===== config.mk =====
export PLATFORM = sky130hd
export DESIGN_NAME = ram_port_arbiter
export DESIGN_NICKNAME = d
export VERILOG_FILES = /design/src/rtl/ram_arb_pkg.sv /design/src/rtl/ram_port_arbiter_rr_arb2.sv /design/src/rtl/ram_port_arbiter.sv
export SDC_FILE = /design/constraint.sdc
export NUM_CORES = 1
export LEC_CHECK = 0
export ABC_CLOCK_PERIOD_IN_PS = 3400
export CORE_MARGIN = 2
export CORE_UTILIZATION = 34
export CTS_BUF_LIST = sky130_fd_sc_hd__clkbuf_4
export CTS_CLUSTER_DIAMETER = 150
export CTS_CLUSTER_SIZE = 14
export DETAILED_ROUTE_END_ITERATION = 12
export PLACE_DENSITY = 0.83
export SYNTH_ARGS = -nofsm -noshare
export SYNTH_HDL_FRONTEND = slang
export SYNTH_SLANG_ARGS = --single-unit

===== constraint.sdc =====
create_clock -name clk -period 3.4 [get_ports clk]
set_input_delay 0.68 -clock clk [delete_from_list [all_inputs] [get_ports clk]]
set_output_delay 0.68 -clock clk [all_outputs]
set_load 0.02 [all_outputs]

===== src/rtl/ram_arb_pkg.sv =====
// Shared types and defaults for the RAM port arbiter and its round-robin core.
// Optional lock/hold support is enabled with RAM_ARB_LOCK_EN.
package ram_arb_pkg;

   localparam int unsigned DefAddrW   = 13;
   localparam int unsigned DefDataW   = 32;
   localparam int unsigned DefMaxHold = 4;
   localparam int unsigned HoldCntW   = 4;

   typedef enum logic {
      GNT_M0 = 1'b0,
      GNT_M1 = 1'b1
   } grant_e;

   // Request bundle as presented to the RAM at default widths.
   typedef struct packed {
      logic [DefAddrW-1:0]   addr;
      logic [DefDataW/8-1:0] be;
      logic [DefDataW-1:0]   wdata;
      logic                  write;
   } ram_req_t;

endpackage


===== src/rtl/ram_port_arbiter_rr_arb2.sv =====
// Two-way round-robin grant with last-grant memory; reusable for any shared slave.
// With RAM_ARB_LOCK_EN a locked requester may keep the grant up to MAX_HOLD cycles.
module rr_arb2
   import ram_arb_pkg::*;
#(
`ifdef RAM_ARB_LOCK_EN
   parameter int unsigned MAX_HOLD = DefMaxHold,
`endif
   parameter int unsigned NUM_REQ = 2
) (
   input  logic               clk_i,
   input  logic               rst_i,
   input  logic [NUM_REQ-1:0] req_i,
`ifdef RAM_ARB_LOCK_EN
   input  logic [NUM_REQ-1:0] lock_i,
`endif
   output logic               gnt_valid_o,
   output grant_e             gnt_o
);

   grant_e last_q, last_d;

`ifdef RAM_ARB_LOCK_EN
   localparam logic [HoldCntW-1:0] HoldMax = HoldCntW'(MAX_HOLD - 1);

   logic [HoldCntW-1:0] hold_cnt_q, hold_cnt_d;
   logic                keep_last;

   always_comb begin
      keep_last = lock_i[last_q] && (hold_cnt_q < HoldMax);
   end
`endif

   always_comb begin
      gnt_valid_o = 1'b0;
      gnt_o       = GNT_M0;
      if (req_i[0] && req_i[1]) begin
         gnt_valid_o = 1'b1;
         gnt_o       = (last_q == GNT_M0) ? GNT_M1 : GNT_M0;
`ifdef RAM_ARB_LOCK_EN
         if (keep_last) begin
            gnt_o = last_q;
         end
`endif
      end else if (req_i[0]) begin
         gnt_valid_o = 1'b1;
         gnt_o       = GNT_M0;
      end else if (req_i[1]) begin
         gnt_valid_o = 1'b1;
         gnt_o       = GNT_M1;
      end
   end

   always_comb begin
      last_d = gnt_valid_o ? gnt_o : last_q;
   end

`ifdef RAM_ARB_LOCK_EN
   // Saturate at HoldMax so an uncontested locked run still yields on the next contest.
   always_comb begin
      hold_cnt_d = hold_cnt_q;
      if (gnt_valid_o) begin
         if ((gnt_o == last_q) && lock_i[gnt_o]) begin
            hold_cnt_d = (hold_cnt_q < HoldMax) ? hold_cnt_q + 1'b1 : hold_cnt_q;
         end else begin
            hold_cnt_d = '0;
         end
      end
   end
`endif

   always_ff @(posedge clk_i or posedge rst_i) begin
      if (rst_i) begin
         last_q     <= GNT_M1;
`ifdef RAM_ARB_LOCK_EN
         hold_cnt_q <= '0;
`endif
      end else begin
         last_q     <= last_d;
`ifdef RAM_ARB_LOCK_EN
         hold_cnt_q <= hold_cnt_d;
`endif
      end
   end

endmodule


===== src/rtl/ram_port_arbiter.sv =====
// Shares one single-port RAM between two Avalon-MM masters with round-robin grant
// and a one-cycle tagged read return. RAM_ARB_LOCK_EN adds m0_lock/m1_lock hold support.
module ram_port_arbiter
   import ram_arb_pkg::*;
#(
   parameter int unsigned ADDR_W = DefAddrW,
`ifdef RAM_ARB_LOCK_EN
   parameter int unsigned MAX_HOLD = DefMaxHold,
`endif
   parameter int unsigned DATA_W = DefDataW
) (
   input  logic                  clk,
   input  logic                  reset,

   input  logic [ADDR_W-1:0]     m0_address,
   input  logic [DATA_W/8-1:0]   m0_byteenable,
   input  logic                  m0_read,
   input  logic                  m0_write,
   input  logic [DATA_W-1:0]     m0_writedata,
   output logic                  m0_waitrequest,
   output logic [DATA_W-1:0]     m0_readdata,
   output logic                  m0_readdatavalid,
`ifdef RAM_ARB_LOCK_EN
   input  logic                  m0_lock,
`endif

   input  logic [ADDR_W-1:0]     m1_address,
   input  logic [DATA_W/8-1:0]   m1_byteenable,
   input  logic                  m1_read,
   input  logic                  m1_write,
   input  logic [DATA_W-1:0]     m1_writedata,
   output logic                  m1_waitrequest,
   output logic [DATA_W-1:0]     m1_readdata,
   output logic                  m1_readdatavalid,
`ifdef RAM_ARB_LOCK_EN
   input  logic                  m1_lock,
`endif

   output logic [ADDR_W-1:0]     ram_address,
   output logic [DATA_W/8-1:0]   ram_byteenable,
   output logic                  ram_chipselect,
   output logic                  ram_write,
   output logic [DATA_W-1:0]     ram_writedata,
   output logic                  ram_clken,
   input  logic [DATA_W-1:0]     ram_readdata
);

   localparam int unsigned BeW = DATA_W / 8;

   typedef struct packed {
      logic [ADDR_W-1:0] addr;
      logic [BeW-1:0]    be;
      logic [DATA_W-1:0] wdata;
      logic              write;
   } req_bundle_t;

   logic        req0, req1;
   logic [1:0]  arb_req;
   logic        gnt_valid;
   grant_e      gnt;
   logic        rd_accept;

   req_bundle_t m0_bundle, m1_bundle, sel_bundle;
   req_bundle_t last_q, last_d;
   logic        rd_pend_q, rd_pend_d;
   grant_e      rd_tag_q, rd_tag_d;

   always_comb begin
      req0    = m0_read | m0_write;
      req1    = m1_read | m1_write;
      arb_req = reset ? 2'b00 : {req1, req0};
   end

   rr_arb2 #(
`ifdef RAM_ARB_LOCK_EN
      .MAX_HOLD    (MAX_HOLD),
`endif
      .NUM_REQ     (2)
   ) u_rr_arb2 (
      .clk_i       (clk),
      .rst_i       (reset),
      .req_i       (arb_req),
`ifdef RAM_ARB_LOCK_EN
      .lock_i      ({m1_lock, m0_lock}),
`endif
      .gnt_valid_o (gnt_valid),
      .gnt_o       (gnt)
   );

   // A simultaneous read+write is treated as a write: no read return is scheduled.
   always_comb begin
      m0_bundle  = '{addr: m0_address, be: m0_byteenable, wdata: m0_writedata, write: m0_write};
      m1_bundle  = '{addr: m1_address, be: m1_byteenable, wdata: m1_writedata, write: m1_write};
      sel_bundle = (gnt == GNT_M1) ? m1_bundle : m0_bundle;
      rd_accept  = gnt_valid & ~sel_bundle.write;
      last_d     = gnt_valid ? sel_bundle : last_q;
      rd_pend_d  = rd_accept;
      rd_tag_d   = rd_accept ? gnt : rd_tag_q;
   end

   always_ff @(posedge clk or posedge reset) begin
      if (reset) begin
         last_q    <= '0;
         rd_pend_q <= 1'b0;
         rd_tag_q  <= GNT_M0;
      end else begin
         last_q    <= last_d;
         rd_pend_q <= rd_pend_d;
         rd_tag_q  <= rd_tag_d;
      end
   end

   // Address/data hold the last granted values while the RAM is idle.
   always_comb begin
      ram_address    = gnt_valid ? sel_bundle.addr  : last_q.addr;
      ram_byteenable = gnt_valid ? sel_bundle.be    : last_q.be;
      ram_writedata  = gnt_valid ? sel_bundle.wdata : last_q.wdata;
      ram_chipselect = gnt_valid;
      ram_write      = gnt_valid & sel_bundle.write;
      ram_clken      = 1'b1;
   end

   always_comb begin
      m0_waitrequest   = reset | (req0 & ~(gnt_valid & (gnt == GNT_M0)));
      m1_waitrequest   = reset | (req1 & ~(gnt_valid & (gnt == GNT_M1)));
      m0_readdatavalid = rd_pend_q & (rd_tag_q == GNT_M0);
      m1_readdatavalid = rd_pend_q & (rd_tag_q == GNT_M1);
      m0_readdata      = ram_readdata;
      m1_readdata      = ram_readdata;
   end

endmodule

# --- Word-level counts from Yosys, hierarchy flattened ---
# Index checks and enable logic that the tools add are counted.
word_totals:
  regBits: 52
  in_bits: 136
  output_inout_bits: 120
  word_cells: 35
op_classes:
  muxes: 11
  n_bitwise: 17
  n_reduce_logical: 1
ops:
  columns: ["cell", "count"]
  rows:
  - ["two-way mux 50 bit", 1]
  - ["two-way mux 32 bit", 1]
  - ["two-way mux 13 bit", 1]
  - ["AND 1 bit", 8]
  - ["two-way mux 1 bit", 6]
  - ["NOT 1 bit", 5]
  - ["two-way mux 4 bit", 1]
  - ["OR 1 bit", 4]
  - ["two-way mux 2 bit", 1]
  - ["logical AND 1 bit", 1]

# --- Longest topological paths before layout ---
# Gate-level depths: netlist (run 1).
depth:
  ltp_word: 10
  ltp_mapped: 6
  mapped_depth_nobuf: 3

# --- Modules after synthesis ---
# From an unflattened synthesis (run 1), not the netlist that was laid out.
unflattened:
  cells_unflattened: 306
  hier_area_um2: 3070.4
by_module_without_submodules:
  columns: ["module", "n_inst", "cells_each", "area_each_um2", "seq_area_each_um2"]
  rows:
  - ["ram_port_arbiter", 1, 300, 3017.9, 1276.2]
  - ["rr_arb2", 1, 6, 52.6, 26.3]

# --- Worst setup path before layout (run 1) ---
# Ideal clock, no wire load.
synth_path:
  kind: "input to output"
  from: "input reset"
  to: "output ram_write"
  arrival_ps: 2724
  t_required_ps: 2720
  setup_slack_ps: -4
  cell_stages: 4
  n_path_buf: 1
  cell_sequence: "buf_2 -> inv_1 -> nand3_1 -> a21boi_0"
synth_between:
  elab_chain_len: 6
  elab_cells_between_ends: 9
  cone_classes: "mux: 7; bitwise: 1; reduce/logical: 1"
synth_lines:
  columns: ["item", "line", "rtl"]
  rows:
  - ["from (decl)", "ram_port_arbiter.sv:13", "input logic reset,"]
  - ["two-way mux 2 bit (*)", "ram_port_arbiter.sv:71", "arb_req = reset ? 2'b00 : {req1, req0};"]
  - ["two-way mux 1 bit", "ram_port_arbiter_rr_arb2.sv:48", "end else if (req_i[1]) begin"]
  - ["two-way mux 1 bit", "ram_port_arbiter_rr_arb2.sv:45", "end else if (req_i[0]) begin"]
  - ["two-way mux 1 bit", "ram_port_arbiter_rr_arb2.sv:37", "if (req_i[0] && req_i[1]) begin"]
  - ["two-way mux 50 bit", "ram_port_arbiter.sv:94", "sel_bundle = (gnt == GNT_M1) ? m1_bundle : m0_bundle;"]
  - ["AND 1 bit (*)", "ram_port_arbiter.sv:119", "ram_write = gnt_valid & sel_bundle.write;"]
  - ["to (decl)", "ram_port_arbiter.sv:42", "output logic ram_write,"]
# Every way passes the cells marked *; elsewhere a longest branch is shown, timed or not.

# --- Worst setup path after layout (run 1) ---
layout_path:
  from: "input m0_read"
  to: "output ram_writedata[8]"
layout_between:
  elab_chain_len: 6
  elab_cells_between_ends: 9
  cone_classes: "mux: 7; bitwise: 1; reduce/logical: 1"
layout_lines:
  columns: ["item", "line", "rtl"]
  rows:
  - ["from (decl)", "ram_port_arbiter.sv:17", "input logic m0_read,"]
  - ["OR 1 bit (*)", "ram_port_arbiter.sv:69", "req0 = m0_read | m0_write;"]
  - ["two-way mux 2 bit (*)", "ram_port_arbiter.sv:71", null]
  - ["two-way mux 1 bit or logical AND 1 bit (tied branches)", "ram_port_arbiter_rr_arb2.sv:45, ram_port_arbiter_rr_arb2.sv:37", null]
  - ["two-way mux 1 bit", "ram_port_arbiter_rr_arb2.sv:37", null]
  - ["two-way mux 50 bit", "ram_port_arbiter.sv:94", null]
  - ["two-way mux 32 bit (*)", "ram_port_arbiter.sv:117", "ram_writedata = gnt_valid ? sel_bundle.wdata : last_q.wdata;"]
  - ["to (decl)", "ram_port_arbiter.sv:43", "output logic [DATA_W-1:0] ram_writedata,"]
# Marked as above.

==> results of run 1 <==
final cells by class:
class	count	area, um2	area share, %
Multi-Input combinational cell	168	1280	27.5
Tap cell	111	139	2.98
Clock inverter	2	7.51	0.161
Clock buffer	5	37.5	0.807
Sequential cell	52	1300	28.0
Inverter	2	11.3	0.242
Timing Repair Buffer	189	1880	40.3
metrics by stage:
step / setup slack, ps / instances / TNS [ps] / total power (uW) / util (%)
after floorplan: 445 / 324 / 0 / 1240 / -
after global placement: -160 / 522 / -3170 / 1550 / 50.7
after detailed placement: -225 / 522 / -6890 / 1560 / 50.7
after CTS: 105 / 529 / 0 / 1780 / 50.5
after global routing: 6.62 / 529 / 0 / 1860 / 50.6
final: 103 / 529 / 0 / 1750 / 50.6
registers in the layout (all words and copies together) (netlist names):
register,count
last_q,49
rd_tag_q,1
rd_pend_q,1
u_rr_arb2.last_q,1
cells by family after synthesis:
kind of cell | count (synthesis) | synth area share (%)
AOI/OAI and AO/OA | 157 | 36.5
and+or+nand+nor | 10 | 2.18
buffers and inverters | 104 | 20.7
DFF | 52 | 40.5
other | 1 | 0.117
layout by cell type, fill, tap and decap left out, types with 2 or more instances in the layout:
cell / n
clkdlybuf4s50_1: 107
clkbuf_4: 5
dlygate4sd2_1: 50
nand3_1: 2
nor2_1: 2
a311oi_1: 47
a2bb2oi_1: 48
clkinv_1: 2
buf_4: 20
buf_12: 10
o21ai_0: 52
dfrtp_1: 51
what timing repair did:
| item | in CTS | in global routing |
|---|---|---|
| gates resized for setup | 51 | 1 |
| setup endpoints to repair | 50 | 1 |
| gates cloned | 0 | 0 |
per-layer routing:
layer / vias to the layer above / track usage (%) / wire [um]
met1: 1464 / 23.2 / 4000
met5: - / 0 / 0
met3: 6 / 6.07 / 1020
met2: 165 / 38.9 / 5970
met4: 0 / 4.78 / 80
li1: 1371 / - / -
power by group:
| part | total, uW | switching, uW | internal [uW] |
|---|---|---|---|
| clock | 264 | 191 | 72.9 |
| sequential | 740 | 32.1 | 708 |
| combinational | 747 | 380 | 367 |
how the worst max path moves through the flow:
stage	startpoint	endpoint	slack, ps	depth (start not counted)
CTS	m1_write	ram_writedata[2]	100	6
global placement	m0_read	ram_writedata[17]	-160	7
detailed placement	m0_read	ram_byteenable[2]	-230	6
finish	m0_read	ram_writedata[8]	100	7
floorplan	reset	ram_writedata[16]	440	4
global route	m0_read	ram_writedata[2]	7	6
==> flow_summary_export.csv, run 1 <==
group,metric,value,unit
finish,antenna_cells,0,
setup_path,cp_cell_sequence,"clkdlybuf4s50_1 > nor4_4 > buf_12 > buf_4 > a311oi_1 > a2bb2oi_1 > dlygate4sd2_1",
power,powerDensity,376,nW/um2
setup_path,cp.buffers_inverters,4,
drt,avgViaCountPerCell,5.68,
drt,dr.first_iter.drc_count,160,
yosys,synth.distinct_cells,28,
timing,fin_skew,4.75,ps
die,core,9200,um2
die,die_x,101,um
setup_path,startpoint_type,"input port",
placed_design,gp_congestion,0.777,
cts,path_clk_slew,140,ps
min_path,holdPathEnd,"last_q[20]",
setup_path,path_class,"input port to primary output",
drt,vias,3006,
power,power.leakage,0.00178,uW
placed_design,portBuffers,158,
drt,drc_errors,0,
timing,slew_viol_final,0,
min_path,min_path_type,"register to register",
yosys,syn_inst,324,
timing,hold_violations,0,
flow_run,cap_viol_max_count,0,
die,ioPinCount,256,
setup_path,worstReg2RegStart,"u_rr_arb2.last_q",
cts,postCtsSetupBuffers,0,
yosys,synth_edf_count,0,
setup_path,reg2reg_setup_slack,1780,ps
die,die_area,10300,um2
yosys,synth_fp_nets,460,
yosys,synthTopCellsByArea,"dfrtp_1 40%, buf_4 15%, a2bb2oi_1 13%, a311oi_1 13%, o21ai_0 8.1%",
cts,cts-root-buf,"clkbuf_4",
yosys,synth_top_cell_area_share,39.7,%
timing,holdWs,556,ps
min_path,min_from,"last_q[20]",
yosys,ys_ff_latch,52,
die,rows,35,
timing,fmax,303,MHz
yosys,synth_top_area_cell,"dfrtp_1",
finish,syn_to_final_growth,44.6,%
cts,h-tree-depth,2,
yosys,netlist_top_cells_count,"66 x buf_4, 52 x o21ai_0, 51 x dfrtp_1",
yosys,yosysMostFrequentCell,"buf_4",
setup_path,endpoint_kind,"primary output",
finish,nets,554,
drt,wl_per_cell,20.9,um
yosys,async_flop_share,100,%
cts,clock_latency,360,ps
setup_path,r2r_end,"last_q[9]",
yosys,ys_seq_area_share,40.5,%
grt,antenna_found_initial,0,
grt,grt_start_max_net_pins,49,
timing,fin_crit_sh,97.0,%
yosys,mappedNetlistArea,3220,um2
cts,clk_path_buf_depth,2,
min_path,hold-path-cell-count,1,
setup_path,cp.required,2720,ps
finish,design_area,4650,um2
placed_design,place_area,4660,um2
grt,grt_pass1_wl,16700,um
cts,cts_buffers,5,
setup_path,cp_slowest_stage_delay,490,ps
grt,grt.overflow.total,0,
grt,grt_pass1_vias,3232,
drt,drt_wl_total,11100,um
timing,rsz0062_at_grt,"no",
yosys,synth_area_per_cell,9.93,um2
power,ir_worst_vdd,0.000245,V
cts,cts_tree,"yes",
timing,setup_viol,0,
yosys,yosysWarnings,0,
setup_path,worstRegToRegCells,4,
timing,post-route-min-period,3300,ps
yosys,synth_flop_cell,"dfrtp_1",
cts,hold_buffers,0,
cts,clock-sinks,52,
finish,fillers,868,
setup_path,slowest_stage,"clkdlybuf4s50_1",
finish,post_route_cells_drive_above_1_share,10.8,%
setup_path,crit_fanout,10,
setup_path,arrival,2620,ps
die,start_util,35.0,%
drt,ant_nets,0,
die,die_h,101,um
drt,drtPass1Iterations,5,
placed_design,dp_hpwl,8200,um
grt,grt_usage,20.8,%
setup_path,cp_top_family,"buffers and inverters",
run_status,status,"finished clean",
Power figures use the tool's default switching activity.
==> inputs of run 2 (changes only) <==
Settings changed: CTS_CLUSTER_DIAMETER 150 to 200, GPL_TIMING_DRIVEN set to 0.
==> run 2 against run 1 <==
Effect of this change:
- maximum frequency is 2.9% higher
- sequential share of layout area is 5.0 points lower
- clock power is 6% higher
- via count is 18% higher
==> flow_summary_export.csv, run 2 (synthesized netlist as in run 1, its figures left out) <==
group,metric,value,unit
placed_design,gp_congestion,0.789,
grt,grt_pass1_wl,18900,um
timing,finalSetupTns,0,ps
finish,antenna_cells,0,
cts,clk_path_buf_depth,2,
cts,cts-root-buf,"clkbuf_4",
drt,vias,3562,
die,die_area,10300,um2
timing,timing.slew.headroom,49.3,%
setup_path,cp_cell_sequence,"dlygate4sd2_1 > o21ai_4 > buf_2 > nand3_1 > a21boi_0 > clkdlybuf4s50_1",
power,ir_worst_vdd,0.000181,V
setup_path,startpoint_type,"input port",
grt,antenna_found_initial,0,
run_status,status,"finished clean",
die,start_util,35.0,%
cts,h-tree-depth,2,
cts,clock-sinks,52,
setup_path,slowest_stage,"clkdlybuf4s50_1",
die,die_x,101,um
setup_path,cp_slowest_stage_delay,670,ps
power,power.leakage,0.00233,uW
finish,nets,693,
timing,fin_skew,10.1,ps
setup_path,arrival,2530,ps
timing,hold_violations,0,
finish,final_util,61.6,%
finish,regMostFlops,"last_q",
grt,grt.overflow.total,0,
finish,syn_to_final_growth,76.0,%
die,core,9200,um2
placed_design,dp_hpwl,9500,um
power,powerDensity,340,nW/um2
drt,ant_nets,0,
setup_path,cp.required,2720,ps
finish,final_common_cell,"clkdlybuf4s50_1",
timing,fmax,312,MHz
drt,avgViaCountPerCell,5.33,
die,ioPinCount,256,
min_path,min_path_type,"input port to asynchronous set/reset pin",
cts,clock_latency,370,ps
timing,slew_viol_final,0,
cts,cts_tree,"yes",
finish,largest_reg_flops,49,
grt,grt_start_max_net_pins,29,
drt,drtPass1Iterations,4,
timing,tightest_slew,756,ps
finish,post_route_cells_drive_above_1_share,20.8,%
placed_design,dpl.cell_count,656,
die,die_h,101,um
setup_path,crit_fanout,10,
finish,fin_cells,668,
cts,cts_buffers,5,
placed_design,portBuffers,221,
drt,dr.first_iter.drc_count,171,
drt,wl_per_cell,18.8,um
flow_run,cap_viol_max_count,0,
timing,rsz0062_at_grt,"no",
finish,layout_common_cells,"166 x clkdlybuf4s50_1, 69 x buf_4, 52 x o21ai_0, 51 x dfrtp_1",
die,rows,35,
setup_path,path_class,"input port to primary output",
cts,path_clk_slew,150,ps
timing,post-route-min-period,3210,ps
setup_path,endpoint_kind,"primary output",
drt,drc_errors,0,
grt,grt_pass1_vias,3572,
timing,fin_crit_sh,94.3,%
drt,drt_wl_total,12600,um
grt,grt_usage,23.2,%
timing,timing.final.ws_setup,195,ps
placed_design,dp_slack,-643,ps
timing,setup_viol,0,
[run 2: power breakdown]
part           leakage, uW  switching [uW]  total [uW]  internal [uW]
sequential        0.000573            30.4         738            708
combinational      0.00172             458         906            448
clock            0.0000315             195         280           84.9
total              0.00233             684        1920           1240
[run 2: timing repair]
item                                    CTS  global route
endpoints found under the setup margin   52            44
cloned                                    1             1
buffers inserted                          3             0
pin swaps                                 1             1
hold endpoints to repair                  0             0
hold buffers                              0             0
gates resized for setup                  82             6
[run 2: layer usage]
layer / wire length, um / up-vias / track usage (%)
met5: 0 / - / 0
li1: - / 1652 / -
met1: 4800 / 1719 / 26.8
met3: 973 / 8 / 5.04
met4: 121 / 0 / 4.78
met2: 6680 / 183 / 43.8
[run 2: cell type report]
| class | instances | area [um2] |
|---|---|---|
| inverter | 2 | 11.3 |
| timing repair inverter | 2 | 12.5 |
| sequential | 52 | 1300 |
| fill | 781 | 3530 |
| buffer | 102 | 692 |
| tap | 111 | 139 |
| timing repair buffer | 224 | 2180 |
| clock inverter | 1 | 5.00 |
| multi-input combinational | 168 | 1270 |
| clock buffer | 6 | 45.0 |
[run 2: critical path, delay by kind of cell]
| kind | cells | cell delay [ps] |
|---|---|---|
| AOI/OAI and AO/OA | 2 | 440 |
| and+or+nand+nor | 1 | 120 |
| buffers and inverters | 3 | 1290 |
[run 2: stage by stage]
stage / power (uW) / hold slack [ps] / instance area (um2)
floorplan: 1240 / 470 / 3220
finish: 1920 / 381 / 5670
global placement: 1690 / 506 / 5570
global route: 2020 / 414 / 5670
CTS: 1940 / 492 / 5650
detailed placement: 1710 / 515 / 5570
[run 2: worst paths after layout]
| path | from | end | slack (ps) | cells after the start |
|---|---|---|---|---|
| max | m0_write | ram_write | 190 | 6 |
| max reg2reg | u_rr_arb2.last_q | last_q[28] | 1590 | 5 |
| min in group clk | rd_tag_q | rd_tag_q | 540 | 1 |
| min | reset | last_q[49] | 380 | 2 |
| max in group asynchronous | reset | last_q[11] | 2490 | 2 |
| min reg2reg | rd_tag_q | rd_tag_q | 540 | 1 |
